--- src/rtl/fb_pdm_sched.sv ---
// Binary-weighted PDM feedback scheduler: one-hot select per clock, code bit j picked 2^j times per frame.
// Optional FB_PDM_DITHER_EN: the c=0 idle slot outputs bit 0 of a per-frame 8-bit LFSR instead of 0.
module fb_pdm_sched #(
    parameter int NBITS = 10
) (
    input  logic             clk_ext,
    input  logic             rstb,
    input  logic             en,
    input  logic [NBITS-1:0] code_in,
    input  logic             code_valid,
    output logic             code_ready,
    output logic [NBITS-1:0] sel,
    output logic             fb_out,
    output logic             frame_start,
    output logic             busy
);

    localparam logic [1:0] ST_IDLE = 2'd0;
    localparam logic [1:0] ST_RUN  = 2'd1;
    localparam logic [1:0] ST_STOP = 2'd2;
    localparam int         STAGES  = 1;
    localparam logic [NBITS-1:0] CNT_MAX = '1;

    typedef struct packed {
        logic [NBITS-1:0] sel;
        logic             fb;
        logic             fs;
    } out_t;

    logic [1:0]       state, state_nxt;
    logic [NBITS-1:0] cnt;
    logic [NBITS-1:0] code_active, code_pend;
    logic             pend_full;
    logic             running, wrap, xfer;
    logic [NBITS-1:0] low_bit, slot_sel;
    logic             idle_bit;
    logic [STAGES:0]  vld_pipe;
    out_t             out_q;

    assign running    = (state != ST_IDLE);
    assign wrap       = running && (cnt == CNT_MAX);
    assign xfer       = code_valid && !pend_full;
    assign code_ready = !pend_full;

    always_comb begin
        state_nxt = state;
        case (state)
            ST_IDLE: if (en) state_nxt = ST_RUN;
            ST_RUN:  if (!en) state_nxt = ST_STOP;
            ST_STOP: begin
                if (en)        state_nxt = ST_RUN;
                else if (wrap) state_nxt = ST_IDLE;
            end
            default: state_nxt = ST_IDLE;
        endcase
    end

    always_ff @(posedge clk_ext or negedge rstb) begin
        if (!rstb) begin
            state <= ST_IDLE;
            cnt   <= '0;
        end else begin
            state <= state_nxt;
            cnt   <= running ? cnt + 1'b1 : '0;
        end
    end

    // Active code only moves at the frame boundary; an offer on the wrap edge skips the pending slot.
    always_ff @(posedge clk_ext or negedge rstb) begin
        if (!rstb) begin
            code_active <= '0;
            code_pend   <= '0;
            pend_full   <= 1'b0;
        end else if (!running) begin
            if (xfer) code_active <= code_in;
        end else if (wrap) begin
            if (xfer) begin
                code_active <= code_in;
            end else if (pend_full) begin
                code_active <= code_pend;
                pend_full   <= 1'b0;
            end
        end else if (xfer) begin
            code_pend <= code_in;
            pend_full <= 1'b1;
        end
    end

    // Slot = bit NBITS-1-tz(cnt): isolate the lowest set bit, then mirror it.
    assign low_bit = cnt & (-cnt);

    always_comb begin
        slot_sel = '0;
        for (int i = 0; i < NBITS; i++) slot_sel[NBITS-1-i] = low_bit[i];
    end

`ifdef FB_PDM_DITHER_EN
    logic [7:0] lfsr;

    always_ff @(posedge clk_ext or negedge rstb) begin
        if (!rstb)     lfsr <= 8'h01;
        else if (wrap) lfsr <= {lfsr[6:0], lfsr[7] ^ lfsr[5] ^ lfsr[4] ^ lfsr[3]};
    end

    assign idle_bit = lfsr[0];
`else
    assign idle_bit = 1'b0;
`endif

    always_ff @(posedge clk_ext or negedge rstb) begin
        if (!rstb) begin
            out_q <= '0;
        end else if (running) begin
            out_q.sel <= slot_sel;
            out_q.fb  <= (cnt == '0) ? idle_bit : |(slot_sel & code_active);
            out_q.fs  <= (cnt == '0);
        end else begin
            out_q <= '0;
        end
    end

    // busy rides the same one-stage pipe as the data outputs so it drops with them.
    assign vld_pipe[0] = running;

    always_ff @(posedge clk_ext or negedge rstb) begin
        if (!rstb) vld_pipe[STAGES:1] <= '0;
        else       vld_pipe[STAGES:1] <= vld_pipe[STAGES-1:0];
    end

    assign sel         = out_q.sel;
    assign fb_out      = out_q.fb;
    assign frame_start = out_q.fs;
    assign busy        = vld_pipe[STAGES];

endmodule

--- config.mk ---
export PLATFORM = sky130hd
export DESIGN_NAME = fb_pdm_sched
export DESIGN_NICKNAME = d
export VERILOG_FILES = /design/src/rtl/fb_pdm_sched.sv
export SDC_FILE = /design/constraint.sdc
export NUM_CORES = 1
export LEC_CHECK = 0
export ABC_AREA = 0
export ABC_CLOCK_PERIOD_IN_PS = 2200
export BUFFER_PORTS_ARGS = -buffer_cell sky130_fd_sc_hd__buf_2
export CORE_MARGIN = 2
export CORE_UTILIZATION = 35
export CTS_BUF_LIST = sky130_fd_sc_hd__clkbuf_2 sky130_fd_sc_hd__clkbuf_4 sky130_fd_sc_hd__clkbuf_8
export DETAILED_ROUTE_END_ITERATION = 10
export GPL_TIMING_DRIVEN = 0
export MAX_ROUTING_LAYER = met4
export PLACE_DENSITY = 0.56
export SLEW_MARGIN = 20
export SYNTH_ARGS = -nofsm -noshare
export SYNTH_HDL_FRONTEND = slang
export SYNTH_SLANG_ARGS = --single-unit
--- constraint.sdc ---
create_clock -name clk_ext -period 2.2 [get_ports clk_ext]
set_input_delay 0.33 -clock clk_ext [delete_from_list [all_inputs] [get_ports clk_ext]]
set_output_delay 0.33 -clock clk_ext [all_outputs]
set_load 0.02 [all_outputs]
=== Word level (Yosys, flattened, before mapping) ===
Index checks and enable logic that the tools add are counted.

* Flip-flop bits (word level): 46
* Logic and storage cells: 52

* Add/subtract/negate cells: 2
* Eq/ne operators: 9
* Mux-type cells: 16
* Bitwise gates (word level): 3
* Reductions and logical operators: 13

{| class="wikitable"
|+ Operators with widths
! kind !! number
|-
| $mux 10 || 6
|-
| $and 10x10->10 || 2
|-
| $mux 12 || 1
|-
| $reduce_and 3->1 || 4
|-
| $add 10x1->10 const B || 1
|-
| $eq 10x10->1 const B || 1
|-
| $logic_not 10->1 || 1
|-
| $neg 10->10 || 1
|-
| $reduce_or 10->1 || 1
|-
| $mux 2 || 4
|-
| $ne 2x2->1 const B || 3
|-
| $pmux 2 s3 || 1
|-
| $reduce_bool 2->1 || 3
|-
| $mux 1 || 4
|-
| $ne 3x2->1 const B || 1
|-
| $ne 3x3->1 const B || 1
|-
| $eq 2x1->1 const B || 1
|-
| $eq 2x2->1 const B || 1
|-
| $logic_and 1x1->1 || 2
|-
| $logic_not 2->1 || 1
|-
| $ne 2x1->1 const B || 1
|-
| $logic_not 1->1 || 1
|-
| $not 1->1 || 1
|}

=== Depth between registers and ports, before layout ===
* Word-level depth: 6
* Mapped depth: 6
* Gate-level depth less buffers: 5

=== Worst setup path after synthesis ===
No wires, ideal clock.

* Kind: register to register
* Start: register cnt[0]
* End: register code_active[0]
* Setup time: 0.125 ns
* Data arrival time: 1.661 ns
* Data required time: 2.075 ns
* Path slack: 0.414 ns
* Stages on the path, launching flop included: 7
* Path buffers: 1
* Period minus slack after synthesis: 1.786 ns
* Cell sequence: dfrtp_1 > ha_1 > and4_4 > and3_4 > o221a_4 > buf_6 > mux2_4

* Word-level cells in the longest chain between the ends: 4
* Elaborated cells on any way between the ends: 5

{| class="wikitable"
|+ Ends and longest elaborated chain
! what !! RTL line !! RTL
|-
| from (decl) || 31 || <nowiki>logic [NBITS-1:0] cnt;</nowiki>
|-
| from (signal assigned) || 64 || <nowiki>cnt <= running ? cnt + 1'b1 : '0;</nowiki>
|-
| $eq 10x10->1 (*) || 41 || <nowiki>assign wrap = running && (cnt == CNT_MAX);</nowiki>
|-
| $logic_and 1x1->1 (*) || 41 ||
|-
| $ne 3x2->1 (no source line) or $ne 2x1->1 (tied branches) || - ||
|-
| $reduce_and 3->1 (no source line) (*) || - ||
|-
| to (signal assigned) || 75 || <nowiki>if (xfer) code_active <= code_in;</nowiki>
|-
| to (signal assigned) || 78 || <nowiki>code_active <= code_in;</nowiki>
|-
| to (signal assigned) || 80 || <nowiki>code_active <= code_pend;</nowiki>
|-
| to (decl) || 32 || <nowiki>logic [NBITS-1:0] code_active, code_pend;</nowiki>
|}

Mark *: on every way between the ends. The rest lies on a longest branch, timed or not.
A chain may end at the register's enable or synchronous reset.

=== Worst setup path after layout ===
* Start: register cnt[0]
* End: register code_active[1]

The elaborated chain is that of the path after synthesis.

==> flow_summary.yaml <==
run_status:
  status: "completed"
logic_synthesis:
  yosys.area_share.adder: 0.0175
  ys_seq_elements: 46
  synth.lib_cells_used.distinct: 37
  mappedNetlistArea_um2: 2140
  synthXorXnorAreaFrac: 0.0327
  main_combinational_cell_family_by_area_after_synthesis: "multiplexers"
  post_synth_mux_area_share: 0.175
  synth-compound-area-share: 0.0532
  avgSynthCellArea_um2: 12.7
  ys_warn_count: 0
  synth.yosys.seq_area_share: 0.538
  netlist_instances: 168
  share_of_synthesized_cell_area_in_and_or_nand_and_nor_gates: 0.146
  mappedNetlistNets: 185
clocking:
  cts_resized: 0
  post_cts_setup_buffer_count: 0
  clk_pin_slew_worst_paths_ns: 0.09
  clock-root-buffer: "clkbuf_8"
  htreeDepth: 2
  tritoncts: "built"
  clock_insertion_delay_worst_skew_ns: 0.30
  cts.sinks: 46
  cts-buffers-inserted: 5
  holdBufCountCts: 0
  max-clock-path-buffers: 2
route:
  postRouteAntennaNets: 0
  wl_per_cell_um: 14.0
  drcViolationCount: 0
  routed_via_density: 4.91
  firstDrtPassIters: 4
  initial_drc_count: 81
  routed_wl_um: 3880
  vias: 1364
sta:
  finalHoldViolCount: 0
  smallest_hold_slack_ns: 0.0248
  clock_skew_ns: 0.00794
  tightest_slew_ns: 0.570
  final_critical_path_setup_slack_ns: 0.241
  setup_viol: 0
  final.min_clock_period_ns: 1.96
  fmax_mhz: 510
  setup_tns_ns: 0
  final_count_of_pins_violating_max_slew: 0
  rsz0062_at_grt: "no"
  layout_worst_path_cycle_share: 0.890
  timing.slew.headroom: 0.620
cells_and_area:
  finalInstanceArea_um2: 2510
  multi_input_area_um2: 910
  layout_commonest_cell: "dfrtp_1"
  antennaDiodeCount: 0
  nets: 219
  area_growth_pct: 17.3
  layout.filler_cells: 560
  layout.cells.most_common_list: "46 x dfrtp_1, 26 x buf_2, 20 x mux2_2, 15 x nor2_1, 10 x mux2_4"
  postLayoutCoreUtil: 0.424
  final_cell_count_no_fill: 278
  final_layout_size_suffix_gt1_frac: 0.379
  seq_area_um2: 1150
floorplanning:
  die_x_um: 82.2
  design.portCount: 28
  die_area_um2: 6750
  core-area_um2: 5920
  row_count: 28
  y_dimension_of_the_die_um: 82.2
  initial_standard_cell_utilization_of_the_core: 0.361
setup_path:
  path_max_fanout: 10
  timing.critical_path.from_type: "register"
  endpoint_kind: "register"
  timing.setup.critical_path_class: "reg -> reg"
  crit_arrival_ns: 2.15
  worst-endpoint-required_ns: 2.39
place:
  portBuffers: 27
  dpl.hpwl_um: 2670
  gpl.final_weighted_congestion: 0.758
  placedCellCount: 270
  dp_worst_setup_slack_ns: 0.251
  postPlaceCellArea_um2: 2370
power:
  leak_pwr_nw: 1.20
  total_power_mw: 2.23
  vdd_drop_max_mv: 0.356
  power.density_nw_per_um2: 887
hold_path:
  worst_min_delay_path_category: "in -> async"
grt:
  total_global_route_track_usage: 0.134
  grt_pass1_vias: 1378
  largest_net_degree_at_the_start_of_global_routing: 47
  grt_antenna_before_repair: 0
  grt_pass1_wl_um: 6680
  grt_overflow_total: 0
job:
  max_cap_viol_count: 0
cells in the mapped netlist:
cell type   n  area, um^2
ha_1        3        37.5
buf_6       2        22.5
and4_4      2        22.5
nand4_1     2        12.5
a21oi_2     1        8.76
nor4_1      1        6.26
and4_1      1        8.76
xnor2_1     2        17.5
a311oi_1    1        8.76
and3_4      1        11.3
nand2b_1    1        6.26
nor3_1      2        10.0
nor2_1     15        56.3
dfrtp_1    46        1150
nand3b_1    1        7.51
mux2_4     10         150
nor3b_1     3        22.5
xor2_1      6        52.6
a32oi_1     1        8.76
a32o_1      3        30.0
and3_1      4        25.0
o221a_4     1        20.0
nor4b_1     2        17.5
o21ai_0     1        5.00
a21oi_1     3        15.0
clkbuf_1    4        15.0
or3b_2      1        8.76
mux2_2     20         225
nand2_1     7        26.3
nor2_4      1        11.3
a21boi_0    1        7.51
nor4bb_1    1        10.0
a222oi_1    1        10.0
buf_4       3        22.5
and2_1      4        25.0
inv_1       5        18.8
nand3_1     5        25.0
final cells by class:
class | instances | share of cell area
clock inverter | 3 | 0.0274
sequential | 46 | 0.459
multi-input combinational | 108 | 0.363
tap | 75 | 0.0374
inverter | 5 | 0.00748
timing repair buffer | 27 | 0.0549
buffer | 9 | 0.0239
clock buffer | 5 | 0.0274
critical path: stages, from the launching register on:
cell and delay (ns):
dfrtp_1 0.46, ha_1 0.24, and4_4 0.25, and3_4 0.24, o221a_4 0.18, buf_6 0.17
mux2_4 0.31
power breakdown:
group          switching (mW)  leakage (nW)  total, mW  internal [mW]
clock                   0.282        0.0683      0.737          0.455
sequential             0.0839         0.593       1.07          0.985
combinational           0.185         0.534      0.420          0.235
routing by layer:
layer / part of all wire / track usage
met5: 0 / -
met4: 0.0075 / 0.0350
met3: 0.038 / 0.0348
met2: 0.46 / 0.205
met1: 0.49 / 0.179
final timing paths:
kind / start / endpoint / slack, ns / cells past startpoint
worst max-delay path: cnt[0]$_DFF_PN0_ / code_active[1]$_DFFE_PN0P_ / 0.24 / 6
worst min-delay path: rstb / sel[5]$_DFF_PN0_ / 0.02 / 1
worst max register to register: cnt[0]$_DFF_PN0_ / code_active[1]$_DFFE_PN0P_ / 0.24 / 6
worst min register to register: state[1]$_DFFE_PN0P_ / state[0]$_DFFE_PN0P_ / 0.50 / 1
max in group asynchronous: rstb / code_active[8]$_DFFE_PN0P_ / 1.79 / 1
min in group clk_ext: en / state[1]$_DFFE_PN0P_ / 0.19 / 2
cells by family (layout without fill, tap and decap cells):
family,Yosys count,after routing
adder cells (fa/ha/maj),3,3
XOR/XNOR,8,8
flip-flops,46,46
AO/OA/AOI/OAI,13,13
multiplexers,30,30
AND/OR/NAND/NOR,54,54
buffers and inverters,14,49
state kept, by name (all words and copies together) (netlist names):
| register | flops |
|---|---|
| code_active | 10 |
| frame_start | 1 |
| busy | 1 |
| pend_full | 1 |
| state | 2 |
| fb_out | 1 |
| code_pend | 10 |
| sel | 10 |
| cnt | 10 |
Power figures use the tool's default switching activity.
